$ cat src/rtl/max7219_pkg.sv
// Shared definitions for the MAX7219 driver: register addresses, state encodings
// and the power-up configuration words.
package max7219_pkg;

    localparam logic [3:0] REG_DIGIT0    = 4'h1;
    localparam logic [3:0] REG_DECODE    = 4'h9;
    localparam logic [3:0] REG_INTENSITY = 4'hA;
    localparam logic [3:0] REG_SCANLIM   = 4'hB;
    localparam logic [3:0] REG_SHUTDOWN  = 4'hC;
    localparam logic [3:0] REG_TEST      = 4'hF;

    typedef enum logic [2:0] {
        W_IDLE,
        W_LOAD,
        W_SHIFT_LO,
        W_SHIFT_HI,
        W_LATCH
    } word_state_t;

    typedef enum logic [2:0] {
        SEQ_INIT0,
        SEQ_INIT1,
        SEQ_INIT2,
        SEQ_INIT3,
        SEQ_INIT4,
        SEQ_DISP
    } seq_state_t;

    // Configuration word sent at each init step; the display step never uses it.
    function automatic logic [15:0] init_word(input seq_state_t step, input logic [3:0] intensity);
        logic [15:0] w;
        case (step)
            SEQ_INIT0: w = {4'h0, REG_SHUTDOWN,  8'h01};
            SEQ_INIT1: w = {4'h0, REG_DECODE,    8'h00};
            SEQ_INIT2: w = {4'h0, REG_SCANLIM,   8'h07};
            SEQ_INIT3: w = {4'h0, REG_INTENSITY, 4'h0, intensity};
            SEQ_INIT4: w = {4'h0, REG_TEST,      8'h00};
            default:   w = 16'h0000;
        endcase
        return w;
    endfunction

endpackage

$ cat src/rtl/max7219_shift.sv
// 16-bit MSB-first serializer producing DIN/CLK/LOAD with CLK_DIV-cycle phases.
// A word starts while start is high; done marks the last LATCH cycle.
module max7219_shift
    import max7219_pkg::*;
#(
    parameter int CLK_DIV = 4
) (
    input  logic        clk,
    input  logic        rst,
    input  logic        start,
    input  logic [15:0] word,
    output logic        din,
    output logic        sclk,
    output logic        load,
    output logic        busy,
    output logic        done,
    output logic        done_soon
);

    localparam logic [7:0] DIV_LAST = 8'(CLK_DIV - 1);
    localparam logic [7:0] DIV_PRE  = 8'(CLK_DIV - 2);

    word_state_t state, state_d;
    logic [7:0]  cnt, cnt_d;
    logic [3:0]  bit_cnt, bit_cnt_d;
    logic [15:0] sr, sr_d;
    logic        phase_end;

    assign phase_end = (cnt == DIV_LAST);
    assign done      = (state == W_LATCH) && phase_end;
    assign done_soon = (state == W_LATCH) && (cnt == DIV_PRE);

    always_comb begin
        // NOTE: every variable gets a default first, so no path can infer a latch.
        state_d   = state;
        cnt_d     = cnt;
        bit_cnt_d = bit_cnt;
        sr_d      = sr;
        case (state)
            W_IDLE: begin
                if (start) state_d = W_LOAD;
            end
            W_LOAD: begin
                sr_d      = word;
                bit_cnt_d = 4'd0;
                cnt_d     = 8'd0;
                state_d   = W_SHIFT_LO;
            end
            W_SHIFT_LO: begin
                if (phase_end) begin
                    cnt_d   = 8'd0;
                    state_d = W_SHIFT_HI;
                end else begin
                    cnt_d = cnt + 8'd1;
                end
            end
            W_SHIFT_HI: begin
                if (phase_end) begin
                    cnt_d     = 8'd0;
                    sr_d      = {sr[14:0], 1'b0};
                    bit_cnt_d = bit_cnt + 4'd1;
                    state_d   = (bit_cnt == 4'd15) ? W_LATCH : W_SHIFT_LO;
                end else begin
                    cnt_d = cnt + 8'd1;
                end
            end
            W_LATCH: begin
                if (phase_end) begin
                    cnt_d   = 8'd0;
                    state_d = start ? W_LOAD : W_IDLE;
                end else begin
                    cnt_d = cnt + 8'd1;
                end
            end
            default: state_d = W_IDLE;
        endcase
    end

    // Pin outputs are registered from the next state so they line up with the state register.
    always_ff @(posedge clk or posedge rst) begin
        if (rst) begin
            state   <= W_IDLE;
            cnt     <= 8'd0;
            bit_cnt <= 4'd0;
            sr      <= 16'h0000;
            din     <= 1'b0;
            sclk    <= 1'b0;
            load    <= 1'b1;
            busy    <= 1'b0;
        end else begin
            // NOTE: non-blocking assignments so every register sees pre-edge values.
            state   <= state_d;
            cnt     <= cnt_d;
            bit_cnt <= bit_cnt_d;
            sr      <= sr_d;
            sclk    <= (state_d == W_SHIFT_HI);
            load    <= !((state_d == W_SHIFT_LO) || (state_d == W_SHIFT_HI));
            busy    <= (state_d != W_IDLE);
            if ((state_d == W_SHIFT_LO) && (state != W_SHIFT_LO))
                din <= sr_d[15];
        end
    end

endmodule

$ cat src/rtl/max7219_driver.sv
// MAX7219 driver top: sends the configuration words once per reset, then refreshes
// digits 1..8 forever from the column byte returned by the image mux.
module max7219_driver
    import max7219_pkg::*;
#(
    parameter int         CLK_DIV   = 4,
    parameter logic [3:0] INTENSITY = 4'hF
) (
    input  logic       max_CLOCK_50,
    input  logic       max_RESET_InHigh,
    input  logic       max_enable,
    input  logic [7:0] max_data_in,
    output logic [2:0] max_select_add,
    output logic       max_din,
    output logic       max_sclk,
    output logic       max_load,
    output logic       max_busy,
    output logic       max_frame_done
);

    seq_state_t  seq, seq_d;
    logic [2:0]  digit, digit_d;
    logic [2:0]  select_d;
    logic [15:0] word;
    logic        done;
    logic        done_soon;

    // Display data goes straight into the serializer, so it is captured in the LOAD cycle.
    assign word = (seq == SEQ_DISP)
                ? {4'h0, {1'b0, max_select_add} + REG_DIGIT0, max_data_in}
                : init_word(seq, INTENSITY);

    assign max_frame_done = done && (seq == SEQ_DISP) && (digit == 3'd7);

    always_comb begin
        seq_d    = seq;
        digit_d  = digit;
        select_d = max_select_add;
        if (done) begin
            if (seq == SEQ_DISP) digit_d = digit + 3'd1;
            else                 seq_d   = seq_state_t'(seq + 3'd1);
        end
        // Moving the select one cycle before the last LATCH cycle gives the mux a full cycle to settle.
        if (done_soon && (seq == SEQ_DISP))
            select_d = digit + 3'd1;
    end

    always_ff @(posedge max_CLOCK_50 or posedge max_RESET_InHigh) begin
        if (max_RESET_InHigh) begin
            seq            <= SEQ_INIT0;
            digit          <= 3'd0;
            max_select_add <= 3'd0;
        end else begin
            seq            <= seq_d;
            digit          <= digit_d;
            max_select_add <= select_d;
        end
    end

    max7219_shift #(
        .CLK_DIV (CLK_DIV)
    ) u_shift (
        .clk       (max_CLOCK_50),
        .rst       (max_RESET_InHigh),
        .start     (max_enable),
        .word      (word),
        .din       (max_din),
        .sclk      (max_sclk),
        .load      (max_load),
        .busy      (max_busy),
        .done      (done),
        .done_soon (done_soon)
    );

endmodule

$ cat config.mk
export PLATFORM = sky130hd
export DESIGN_NAME = max7219_driver
export DESIGN_NICKNAME = d
export VERILOG_FILES = /design/src/rtl/max7219_pkg.sv /design/src/rtl/max7219_shift.sv /design/src/rtl/max7219_driver.sv
export SDC_FILE = /design/constraint.sdc
export NUM_CORES = 1
export LEC_CHECK = 0
export CAP_MARGIN = 10
export CORE_MARGIN = 5
export CORE_UTILIZATION = 40
export DETAILED_ROUTE_END_ITERATION = 16
export PLACE_DENSITY = 0.72
export RECOVER_POWER = 25
export SLEW_MARGIN = 10
export SYNTH_ARGS = -nofsm -noshare
export SYNTH_HDL_FRONTEND = slang
export SYNTH_SLANG_ARGS = --single-unit
$ cat constraint.sdc
create_clock -name max_CLOCK_50 -period 1.95 [get_ports max_CLOCK_50]
set_input_delay 0.39 -clock max_CLOCK_50 [delete_from_list [all_inputs] [get_ports max_CLOCK_50]]
set_output_delay 0.39 -clock max_CLOCK_50 [all_outputs]
set_load 0.02 [all_outputs]
Word-level counts from Yosys, hierarchy flattened
Cells that the tools add are included.
{ "word_totals": {"regBits": 44, "in_bits": 11, "output_inout_bits": 8, "elab_cells": 67} }
{ "op_classes": {"n_addsub": 5, "n_eq_ne": 17, "n_mux": 15, "bitwise": 1, "reduce_logical": 17} }
{ "op_table": {"columns": ["operator", "count"], "rows": [
  ["$pmux W12 S5", 1],
  ["$mux W16", 2],
  ["$pmux W16 S2", 1],
  ["$eq A3 B2 Y1 const B", 6],
  ["$eq A8 B2 Y1 const B", 2],
  ["$pmux W8 S2", 1],
  ["$mux W3", 5],
  ["$pmux W3 S5", 1],
  ["$eq A3 B3 Y1 const B", 4],
  ["$add A8 B1 Y8 const B", 1],
  ["$mux W8", 1],
  ["$pmux W4 S2", 1],
  ["$add A3 B1 Y3 const B", 2],
  ["$eq A3 B1 Y1 const B", 2],
  ["$logic_and A1 B1 Y1", 6],
  ["$logic_not A3 Y1", 2],
  ["$reduce_and A2 Y1", 3],
  ["$add A3 B1 Y4 const B", 1],
  ["$add A4 B1 Y4 const B", 1],
  ["$eq A4 B4 Y1 const B", 1],
  ["$mux W4", 1],
  ["$reduce_bool A2 Y1", 2],
  ["$ne A3 B2 Y1 const B", 1],
  ["$reduce_bool A3 Y1", 1],
  ["other kinds (6)", 6]
]} }

Depth between registers and ports, before layout
{ "logic_depth": {"word_depth": 7, "depth_mapped": 8, "ltp_nobuf": 6} }

Hierarchy
Synthesis repeated with hierarchy kept, for this count alone.
{ "hier_totals": {"cells_unflattened": 260, "hier_area_um2": 2522.4} }
{ "modules_own_cells": {"columns": ["mod", "instances", "cells_per_inst", "area_each_um2", "seq_area_each_um2"], "rows": [
  ["max7219_shift", 1, 189, 1828.0, 877.1],
  ["max7219_driver", 1, 71, 694.4, 225.2]
]} }

Worst setup path after synthesis
OpenSTA, ideal clock, no wires.
{ "synth_path": {"kind": "register to output", "start": "register u_shift.cnt[1]", "end": "output port max_frame_done", "arrival_time_ns": 1.656, "required_ns": 1.560, "path_slack_ns": -0.096, "path_stages_with_launch": 5, "n_path_buf": 0, "path_cell_list": "dfrtp_1 ha_1 or3b_2 nor2_1 and3_1"} }
{ "synth_between": {"elab_chain_cells": 4} }
{ "synth_lines": {"columns": ["element", "line_no", "rtl"], "rows": [
  ["start, declared", "max7219_shift.sv:24", "logic [7:0] cnt, cnt_d;"],
  ["start signal, assigned", "max7219_shift.sv:93", "cnt <= cnt_d;"],
  ["$eq A8 B2 Y1", "max7219_shift.sv:29", "assign phase_end = (cnt == DIV_LAST);"],
  ["$logic_and A1 B1 Y1", "max7219_shift.sv:30", "assign done = (state == W_LATCH) && phase_end;"],
  ["$logic_and A1 B1 Y1 (2 in series)", "max7219_driver.sv:33", "assign max_frame_done = done && (seq == SEQ_DISP) && (digit == 3'd7);"],
  ["end, declared", "max7219_driver.sv:18", "output logic max_frame_done"]
]} }
No other way between the ends.

Final worst setup path
{ "layout_path": {"start": "register u_shift.cnt[5]", "end": "output port max_frame_done"} }
Same word-level chain as after synthesis.

==> results by group <==
STA
  • Max-slew violation count: 0
  • Setup violations, final: 5
  • Final hold vios: 0
  • Fin crit period: 2.05 ns
  • Worst setup margin: -0.103 ns
  • Clock Skew: 0.00632 ns
  • Fmax: 487 MHz
  • Slew margin rel.: 0.276
  • Period utilisation layout: 1.05
  • Worst Tran Pin Value: 1.09 ns
  • RSZ-0062 raised after global routing: true

Detailed routing
  • Post-route ant nets: 0
  • Routed WL per cell: 14.8 um
  • Vias/cell: 5.44
  • Max Used Layer: met4
  • WL met1: 2470 um
  • Vias: 1957
  • Routed WL: 5340 um
  • DRC: 0
  • Pre-antenna DRT Iters: 4
  • Met3 routed WL: 243 um
  • Met2 WL: 2550 um
  • Initial DRC Count: 100

Outcome
  • Run status: finished with violations
  • Failing checks: setup timing

Critical path
  • CP Class: register to primary output
  • Worst-path maximum fanout: 2
  • Critical path arrival: 1.66 ns
  • Setup crit start kind: register
  • Nature of the critical path endpoint: primary output
  • CP required: 1.56 ns

Power and ir drop
  • Worst IR Drop VDD: 0.339 mV
  • Leak: 1.40 nW
  • PwrDens: 548 mW/mm^2

Global route
  • First-pass GRT wire length: 9150 um
  • Largest net degree at the start of global routing: 44
  • Vias in the first global route: 1950
  • Antenna violations before repair: 0
  • Global Route Usage Sum: 0.155
  • Congestion Overflow GR: 0

Synthesis
  • Fraction of registers with async set/reset: 1.00
  • Top-area cell type share of the netlist area: 0.449
  • YS warnings: 0
  • Synth Instances: 235
  • #FFs+latches synth: 43
  • Main synth FF type: dfrtp_1
  • Seq/Total Area, Yosys: 0.460
  • Distinct cells, synth: 49
  • Post-synth net total: 257
  • Synthesized area per cell: 9.96 um^2
  • Synthesized area: 0.00234 mm^2
  • Number of flops mapped to enable cells by yosys: 0
  • Main area contributors after synthesis: dfrtp_1, ha_1, a221o_1
  • Post-synth top area cell: dfrtp_1

Place
  • Post-placement setup slack: -0.326 ns
  • DP Cell Count: 343
  • PortBufs: 18
  • Placer Congestion: 0.853
  • Dpl hpwl: 3730 um

Clock tree
  • Clock Path Buffers: 2
  • CTS Sinks: 43
  • CTS Buf Count: 5
  • Clock insertion delay at the later pin of the skew report: 0.30 ns
  • Worst-path clk slew: 0.08 ns
  • Htree depth: 2
  • CTS root buffer: clkbuf_8
  • CTS tree: built
  • Post-cts hold buffer count: 0

Layout
  • Commonest non-fill, non-tap cell in the layout: dfrtp_1
  • ANT cells: 0
  • Final net count: 309
  • Non-filler cells, final: 360
  • Synthesis-to-layout area growth: 29.9%
  • Share of cells above drive strength 1: 0.253
  • Most frequent cells in the layout: dfrtp_1, buf_4, nand2_1
  • Layout Utilization: 0.542

Die
  • Die Area: 0.00748 mm^2
  • Core Region: 0.00561 mm^2
  • # IOs: 19
  • Die Y: 86.5 um
  • Site row count: 27
  • Die width: 86.5 um
  • Starting density of the core: 0.417

Hold path
  • Hold Path Class: register to register

Flow run
  • # Max-Cap Violations: 0
-- registers in the layout, indices dropped and copies added (netlist names) --
signal	flops
digit	3
max_select_add	3
seq	3
u_shift.bit_cnt	4
u_shift.busy	1
u_shift.cnt	8
u_shift.din	1
u_shift.load	1
u_shift.sclk	1
u_shift.sr	15
u_shift.state	3
-- where the power goes --
| part | internal (mW) | leakage (nW) | total, mW | switching [mW] |
|---|---|---|---|---|
| logic | 0.0180 | 0.770 | 0.0383 | 0.0203 |
| clock network | 0.415 | 0.0612 | 0.736 | 0.321 |
| registers | 0.891 | 0.572 | 0.891 | 0 |
| total | 1.32 | 1.40 | 1.66 | 0.341 |
-- synthesized netlist by cell type, drive strengths merged (2+ instances only) --
cell    number
and3         8
a221o       12
inv         10
mux2         5
o31ai        3
nor3         9
xnor2        6
dfrtp       42
a211oi       3
ha          11
nor2b        2
nand2b       4
or3b         5
nand4        2
nand3        9
a21oi       12
and2         2
o21ai       12
clkbuf       8
buf          3
xor2         2
mux2i        2
nor2        16
nand2       23
nor4         4
o21a         2
-- timing repair --
item / CTS / global route
endpoints found under the setup margin: 14 / 16
resized for setup: 12 / 11
pin swaps: 6 / 6
endpoints found under the hold margin: 0 / 0
buffers inserted: 6 / 3
-- worst paths after layout --
path	cells past startpoint	slack (ns)	endpoint	startpoint
worst max register to register	7	-0.08	u_shift.bit_cnt[3]	u_shift.cnt[0]
worst min register to register	2	0.50	u_shift.sr[12]	u_shift.sr[11]
worst max-delay path	4	-0.10	max_frame_done	u_shift.cnt[5]
max in group asynchronous	3	0.42	seq[0]	max_RESET_InHigh
min in group asynchronous	3	0.88	u_shift.busy	max_RESET_InHigh
worst min-delay path	2	0.50	u_shift.sr[12]	u_shift.sr[11]
-- logic make-up (layout without fill, tap and decap cells) --
family,after synthesis,after routing,synth area share
buffers and inverters,21,74,0.0353
xor gates and xnor gates,8,8,0.0299
and+or+nand+nor,90,90,0.216
AOI/OAI and AO/OA,55,55,0.167
muxes,7,7,0.0326
adders and majority gates,11,11,0.0588
DFF,43,43,0.460
-- layout make-up --
type	count	area, um^2
Timing Repair Buffer	56	479
Tap cell	72	90.1
Clock inverter	2	35.0
Multi-Input combinational cell	171	1240
Inverter	10	37.5
Sequential cell	43	1080
Clock buffer	6	82.6
Fill cell	514	2570
-- stage by stage --
stage | instance area, um^2 | total power, mW | hold WS [ns] | setup TNS, ns
final | 3040 | 1.66 | 0.497 | -0.195
after global routing | 3040 | 1.72 | 0.535 | -1.07
after CTS | 2990 | 1.68 | 0.455 | -0.253
after detailed placement | 2810 | 0.953 | 0.471 | -1.86
after global placement | 2810 | 0.953 | 0.463 | -1.57
after floorplan | 2350 | 0.922 | 0.450 | 0
-- worst max-delay path: stages, from the launching register on --
cell and delay [ns]:
dfrtp_1 0.39, or4_4 0.55, nor2_4 0.13, and3_4 0.18
buf_6 0.11
-- routing by layer --
layer / up-vias / global-route usage
met2: 44 / 0.256
met3: 6 / 0.0361
met4: 0 / 0.0510
li1: 963 / -
met5: - / 0
met1: 944 / 0.201
(Power assumes the default switching activity.)
